### src/rtl/maxnet_controller.sv
// maxnet_controller: sequencer for a four-input MAXNET winner-take-all datapath.
//
// Each run does the following:
//   1. Loads the X registers.
//   2. Repeats LOAD_PU -> MUL -> SUM -> CHECK until the datapath reports convergence (S=1).
//   3. Pulses done for one cycle.
//
// The first LOAD_PU of a run selects the X registers. Every later LOAD_PU selects the fed-back
// PU outputs.
//
// Optional feature (macro MAXNET_TIMEOUT_EN):
//   Defined   - the run also ends, with timeout=1, once MAX_ITER iterations complete without
//               convergence.
//   Undefined - the run iterates until S=1, timeout stays 0, and iter_cnt saturates at 15.
//
// Parameters:
//   MAX_ITER       iteration limit (1..15), used only with MAXNET_TIMEOUT_EN
//
// Ports:
//   clk            clock, rising edge
//   rst            asynchronous active-high reset
//   start          run request, sampled in IDLE only
//   S              convergence flag from the datapath, sampled in CHECK only
//   input_en       load X registers (LOAD_X)
//   load_in        load PU input registers (LOAD_PU)
//   sel_old_or_new 0: X registers, 1: fed-back PU outputs (meaningful in LOAD_PU)
//   mul_en         PU multiply-stage enable (MUL)
//   sum_en         PU sum-stage enable (SUM)
//   busy           high in every state except IDLE
//   done           one-cycle completion pulse (DONE)
//   timeout        completion was caused by the iteration limit
//   iter_cnt       number of completed iterations, held until the next accepted start
module maxnet_controller #(
  parameter int unsigned MAX_ITER = 15
) (
  input  logic       clk,
  input  logic       rst,
  input  logic       start,
  input  logic       S,
  output logic       input_en,
  output logic       load_in,
  output logic       sel_old_or_new,
  output logic       mul_en,
  output logic       sum_en,
  output logic       busy,
  output logic       done,
  output logic       timeout,
  output logic [3:0] iter_cnt
);

  typedef enum logic [2:0] {
    StIdle,
    StLoadX,
    StLoadPu,
    StMul,
    StSum,
    StCheck,
    StDone
  } state_e;

  state_e     state_q, state_d;
  logic [3:0] iter_q, iter_d;
  logic       timeout_q, timeout_d;
  logic [3:0] iter_inc;

  assign iter_inc = iter_q + 4'd1;

`ifdef MAXNET_TIMEOUT_EN
  localparam logic [3:0] IterLimit = 4'(MAX_ITER);
`else
  logic unused_max_iter;
  assign unused_max_iter = ^MAX_ITER;
`endif

  always_comb begin
    state_d        = state_q;
    iter_d         = iter_q;
    timeout_d      = timeout_q;
    input_en       = 1'b0;
    load_in        = 1'b0;
    sel_old_or_new = 1'b0;
    mul_en         = 1'b0;
    sum_en         = 1'b0;
    done           = 1'b0;

    unique case (state_q)
      StIdle: begin
        if (start) begin
          state_d   = StLoadX;
          iter_d    = 4'd0;
          timeout_d = 1'b0;
        end
      end

      StLoadX: begin
        input_en = 1'b1;
        state_d  = StLoadPu;
      end

      StLoadPu: begin
        load_in = 1'b1;
        // The count is zero only before the first CHECK of a run.
        // So a nonzero count means the PU outputs should be fed back.
        sel_old_or_new = (iter_q != 4'd0);
        state_d        = StMul;
      end

      StMul: begin
        mul_en  = 1'b1;
        state_d = StSum;
      end

      StSum: begin
        sum_en  = 1'b1;
        state_d = StCheck;
      end

      StCheck: begin
`ifdef MAXNET_TIMEOUT_EN
        iter_d = iter_inc;
        if (S) begin
          // Convergence wins over the limit in the same cycle.
          state_d = StDone;
        end else if (iter_inc == IterLimit) begin
          state_d   = StDone;
          timeout_d = 1'b1;
        end else begin
          state_d = StLoadPu;
        end
`else
        iter_d  = (iter_q == 4'hf) ? iter_q : iter_inc;
        state_d = S ? StDone : StLoadPu;
`endif
      end

      StDone: begin
        done    = 1'b1;
        state_d = StIdle;
      end

      default: state_d = StIdle;
    endcase
  end

  assign busy     = (state_q != StIdle);
  assign iter_cnt = iter_q;
  assign timeout  = timeout_q;

  always_ff @(posedge clk or posedge rst) begin
    if (rst) begin
      state_q   <= StIdle;
      iter_q    <= 4'd0;
      timeout_q <= 1'b0;
    end else begin
      state_q   <= state_d;
      iter_q    <= iter_d;
      timeout_q <= timeout_d;
    end
  end

endmodule

### config.mk
export PLATFORM = sky130hd
export DESIGN_NAME = maxnet_controller
export DESIGN_NICKNAME = d
export VERILOG_FILES = /design/src/rtl/maxnet_controller.sv
export SDC_FILE = /design/constraint.sdc
export NUM_CORES = 1
export LEC_CHECK = 0
export ABC_AREA = 1
export ABC_CLOCK_PERIOD_IN_PS = 1200
export BUFFER_PORTS_ARGS = -buffer_cell sky130_fd_sc_hd__buf_4
export CORE_AREA = 2 2 39 41
export DETAILED_ROUTE_END_ITERATION = 16
export DIE_AREA = 0 0 41 43
export SYNTH_ARGS = -nofsm -noshare
export SYNTH_HDL_FRONTEND = slang
export SYNTH_SLANG_ARGS = --single-unit
### constraint.sdc
create_clock -name clk -period 1.2 [get_ports clk]
set_input_delay 0.12 -clock clk [delete_from_list [all_inputs] [get_ports clk]]
set_output_delay 0.12 -clock clk [all_outputs]
set_load 0.05 [all_outputs]
# Word level (Yosys, flattened, before mapping)
# Cells that the tools add are included.
[op_classes]
bitwise_logic = 0
add_sub_neg = 1
shift = 0
order_cmp = 0
n_mul = 0
n_eq_ne = 9
n_reduce_logical = 5
mux = 12
div_mod_pow = 0
[op_table]
columns = ["cell", "n"]
rows = [
  ["3-bit one-hot mux with 6 select lines", 1],
  ["3-bit equality test (second input constant)", 3],
  ["4-bit two-way mux", 2],
  ["4-bit one-hot mux with 2 select lines", 1],
  ["3-bit by 2-bit equality test with 1-bit output (second input constant)", 2],
  ["1-bit two-way mux", 6],
  ["3-bit two-way mux", 2],
  ["4-bit by 1-bit adder with 4-bit output (second input constant)", 1],
  ["4-bit equality test (second input constant)", 1],
  ["2-bit != test (second input constant)", 2],
  ["4-bit nonzero test", 1],
  ["3-bit by 1-bit equality test with 1-bit output (second input constant)", 1],
  ["3-bit zero test", 1],
  ["3-bit AND reduction", 1],
  ["3-bit nonzero test", 1],
  ["2-bit nonzero test", 1],
]
[word_totals]
wordCells = 29
n_memories = 0
romBits = 0
latchBits = 0
mem_bits_rw = 0
reg_bits = 7
in_bits = 4

# Logic depth before layout (Yosys ltp)
[logic_depth]
depth_word = 3
ltp_mapped = 7
mapped_depth_nobuf = 7

# Worst setup path after synthesis
# No wires, ideal clock.
[synth_path]
path_kind = "register to output"
from = "register iter_q[0], in the netlist iter_cnt[0]"
to = "output sel_old_or_new"
required_ps = 1080
stages_incl_launch_ff = 4
slack_ps = -664
n_path_buf = 0
arrival_ps = 1744
cell_sequence = "dfrtp_1 inv_1 ha_1 a21oi_1"
[synth_via]
elab_chain_cells = 2
[synth_rtl]
columns = ["item", "line_no", "source"]
rows = [
  ["from (decl)", "62", "logic [3:0] iter_q, iter_d;"],
  ["from (signal assigned)", "156", "iter_q <= iter_d;"],
  ["4-bit nonzero test", "104", "sel_old_or_new = (iter_q != 4'd0);"],
  ["1-bit two-way mux", "86", "unique case (state_q)"],
  ["to (decl)", "42", "output logic sel_old_or_new,"],
]
# Every way passes these cells.

# Worst setup path after layout
[layout_path]
from = "register state_q[0]"
to = "output sel_old_or_new"
[layout_via]
elab_chain_cells = 2
[layout_rtl]
columns = ["item", "line_no", "source"]
rows = [
  ["from (decl)", "61", "state_e state_q, state_d;"],
  ["from (signal assigned)", "151", "state_q <= StIdle;"],
  ["from (signal assigned)", "155", "state_q <= state_d;"],
  ["3-bit by 2-bit equality test with 1-bit output", "86", ""],
  ["1-bit two-way mux", "86", ""],
]
# Every way passes these cells.

==> impl_metrics.yaml <==
final_layout:
  layout.cells.non_filler: 120
  n_antenna_cell: 0
  fin_nets: 111
  drive_gt1_frac: 0.587
  mostFrequentLayoutCells: "nand2_1, buf_4, buf_6, inv_1, dfrtp_2"
  syn_to_final_growth_pct: 88.3
  final_common_cell: "nand2_1"
  final_util: 0.667
  n_fill_cell: 112
detailed_routing:
  detail_route.first_pass.iterations: 4
  wl_met1_um: 644
  drc: 0
  wl_per_cell_um: 12.4
  viasPerCell: 4.60
  wirelength_um: 1490
  dr_wl_met2_um: 778
  ant_nets: 0
  drt_iter0_markers: 15
  highest_layer: "met4"
  num_vias: 552
  wl_met3_um: 31
worst_setup_path:
  worst-setup-path-type: "reg -> out"
  r2r_start: "state_q[0]"
  r2r_setup_slack_ns: -0.06
  critPathMaxFanout: 4
  r2r.worst_path.cells: 6
  cp_data_arrival_time_ns: 1.17
  r2r_end: "iter_cnt[0]"
  cp.required_ns: 1.08
  end_kind: "output port"
  start_kind: "flip-flop"
yosys:
  netlist_area_sq_um: 490
  synth_top_family_by_area: "simple AND/OR/NAND/NOR gates"
  synth_nets: 78
  synth_cells: 72
  ys_ff_latch: 7
  synth-xor-area-share: 0
  yosys.area_share.simple: 0.444
  ys_types: 16
  synth-adder-area-share: 0.0510
  ys_warn_count: 0
  synthMuxAreaShare: 0
  synth_compound_area_frac: 0.0102
  yosysSeqAreaShare: 0.357
  avgSynthCellArea_sq_um: 6.81
floorplanning:
  fp-row-count: 14
  core_area_sq_um: 1380
  die_area_sq_um: 1760
  die_w_um: 41
  start_util: 0.354
  die_y_um: 43
  ios: 16
pwr:
  p_leak_nw: 0.457
  power_density_nw_per_um2: 2540
  ir_drop_v: 0.00157
  power_mw: 2.35
cts:
  clk_pin_slew_ns: 0.05
  clock_path_buffers: 2
  cts-htree-levels: 1
  cts_buffers: 3
  cts-root-buf: "clkbuf_4"
  clock-sinks: 7
  cts_tree: "done"
  clock_latency_ns: 0.25
timing:
  finalClockSkew_ns: 0.000937
  finalCritPeriodShare: 1.08
  setup-tns-final_ns: -0.536
  max_freq_ghz: 0.775
  fin_ws_ns: -0.0900
  final_hold_viol_count: 0
  rsz0062_at_grt: "true"
  timing.final.max_slew_violations: 0
  period_needed_ns: 1.29
  setup_violations: 10
global_route:
  grt_usage: 0.180
  grt_max_degree: 9
  antenna_found_initial: 0
  grt.overflow.total: 0
  grt_pass1_vias: 479
  grt_pass1_wl_um: 2100
placed_design:
  place_congestion: 0.773
  placedCellCount: 106
  dp_hpwl_um: 891
  portBuffers: 14
min_path:
  worstHoldStart: "S"
  hold_end: "state_q[2]"
  hold_path_depth: 3
  min_path_type: "in -> reg"
outcome:
  status: "finished with violations"
  violations: "setup timing"
job:
  drv_cap: 0
-- metal layers --
layer	up-vias	GRT usage
met2	10	0.250
met3	4	0.0471
met1	260	0.257
li1	278	-
met5	-	0
met4	0	0.0800
-- through the flow --
stage / setup slack [ns] / instance area (sq um) / hold WS, ns
after floorplan: -0.113 / 537 / -0.0769
after global placement: -0.00199 / 692 / 0.0704
after detailed placement: 0.00625 / 692 / 0.0681
after CTS: -0.0799 / 863 / 0.0932
after global routing: -0.143 / 923 / 0.104
final: -0.0900 / 923 / 0.105
-- worst max-delay path by stage --
stage,start,end,slack [ns]
after floorplan,iter_cnt[0],sel_old_or_new,-0.11
after detailed placement,state_q[2],sel_old_or_new,0.006
after CTS,state_q[0],sel_old_or_new,-0.08
after global placement,state_q[1],iter_cnt[0],-0.002
final,state_q[0],sel_old_or_new,-0.09
after global routing,state_q[0],sel_old_or_new,-0.14
-- power breakdown --
group	internal (mW)	leakage [nW]	switching [mW]	total, mW
clock network	0.127	0.0150	0.0841	0.211
logic	0.698	0.359	1.00	1.70
registers	0.317	0.0826	0.117	0.434
-- area by class of cell --
class                   count  area, sq um  area share
well taps                  16         20.0      0.0217
repair buffers             29          292       0.316
inverters                  15         58.8      0.0637
flip-flops and latches      7          184       0.199
multi-input cells          49          343       0.371
clock buffers               4         26.3      0.0285
-- kinds of logic after synthesis --
family,count (synthesis)
adder cells (fa/ha/maj),2
buffers and inverters,16
AND/OR/NAND/NOR,45
other,1
AO/OA/AOI/OAI,1
flip-flops,7
-- worst max-delay path, stage by stage (launching register included) --
cell	delay, ns
dfrtp_2	0.45
inv_2	0.10
nand3_4	0.08
a21oi_4	0.12
buf_6	0.17
-- cell usage after synthesis --
cell type,n,share of area
conb_1,1,0.0076
nand3_4,1,0.036
nand2_1,22,0.17
inv_1,13,0.099
nand2_2,2,0.026
nand4_1,1,0.013
buf_4,1,0.015
nor2_1,8,0.061
a21oi_1,1,0.010
ha_1,2,0.051
inv_2,2,0.015
nand3_1,7,0.071
dfrtp_1,7,0.36
nor2_2,2,0.026
nor2_4,1,0.023
nand3_2,1,0.020
-- flip-flops by register name (all words and copies together), names as in the netlist --
signal    cells
state_q       3
iter_cnt      4
-- timing repair --
action                                 4_1_cts  5_1_grt
endpoints found under the hold margin        7        0
pin swaps                                    6        3
cloned                                       0        0
setup endpoints to repair                    8       13
buffers inserted                             6        3
hold buffers                                 1        0
gates resized for setup                     28        9
(Power assumes the default switching activity.)
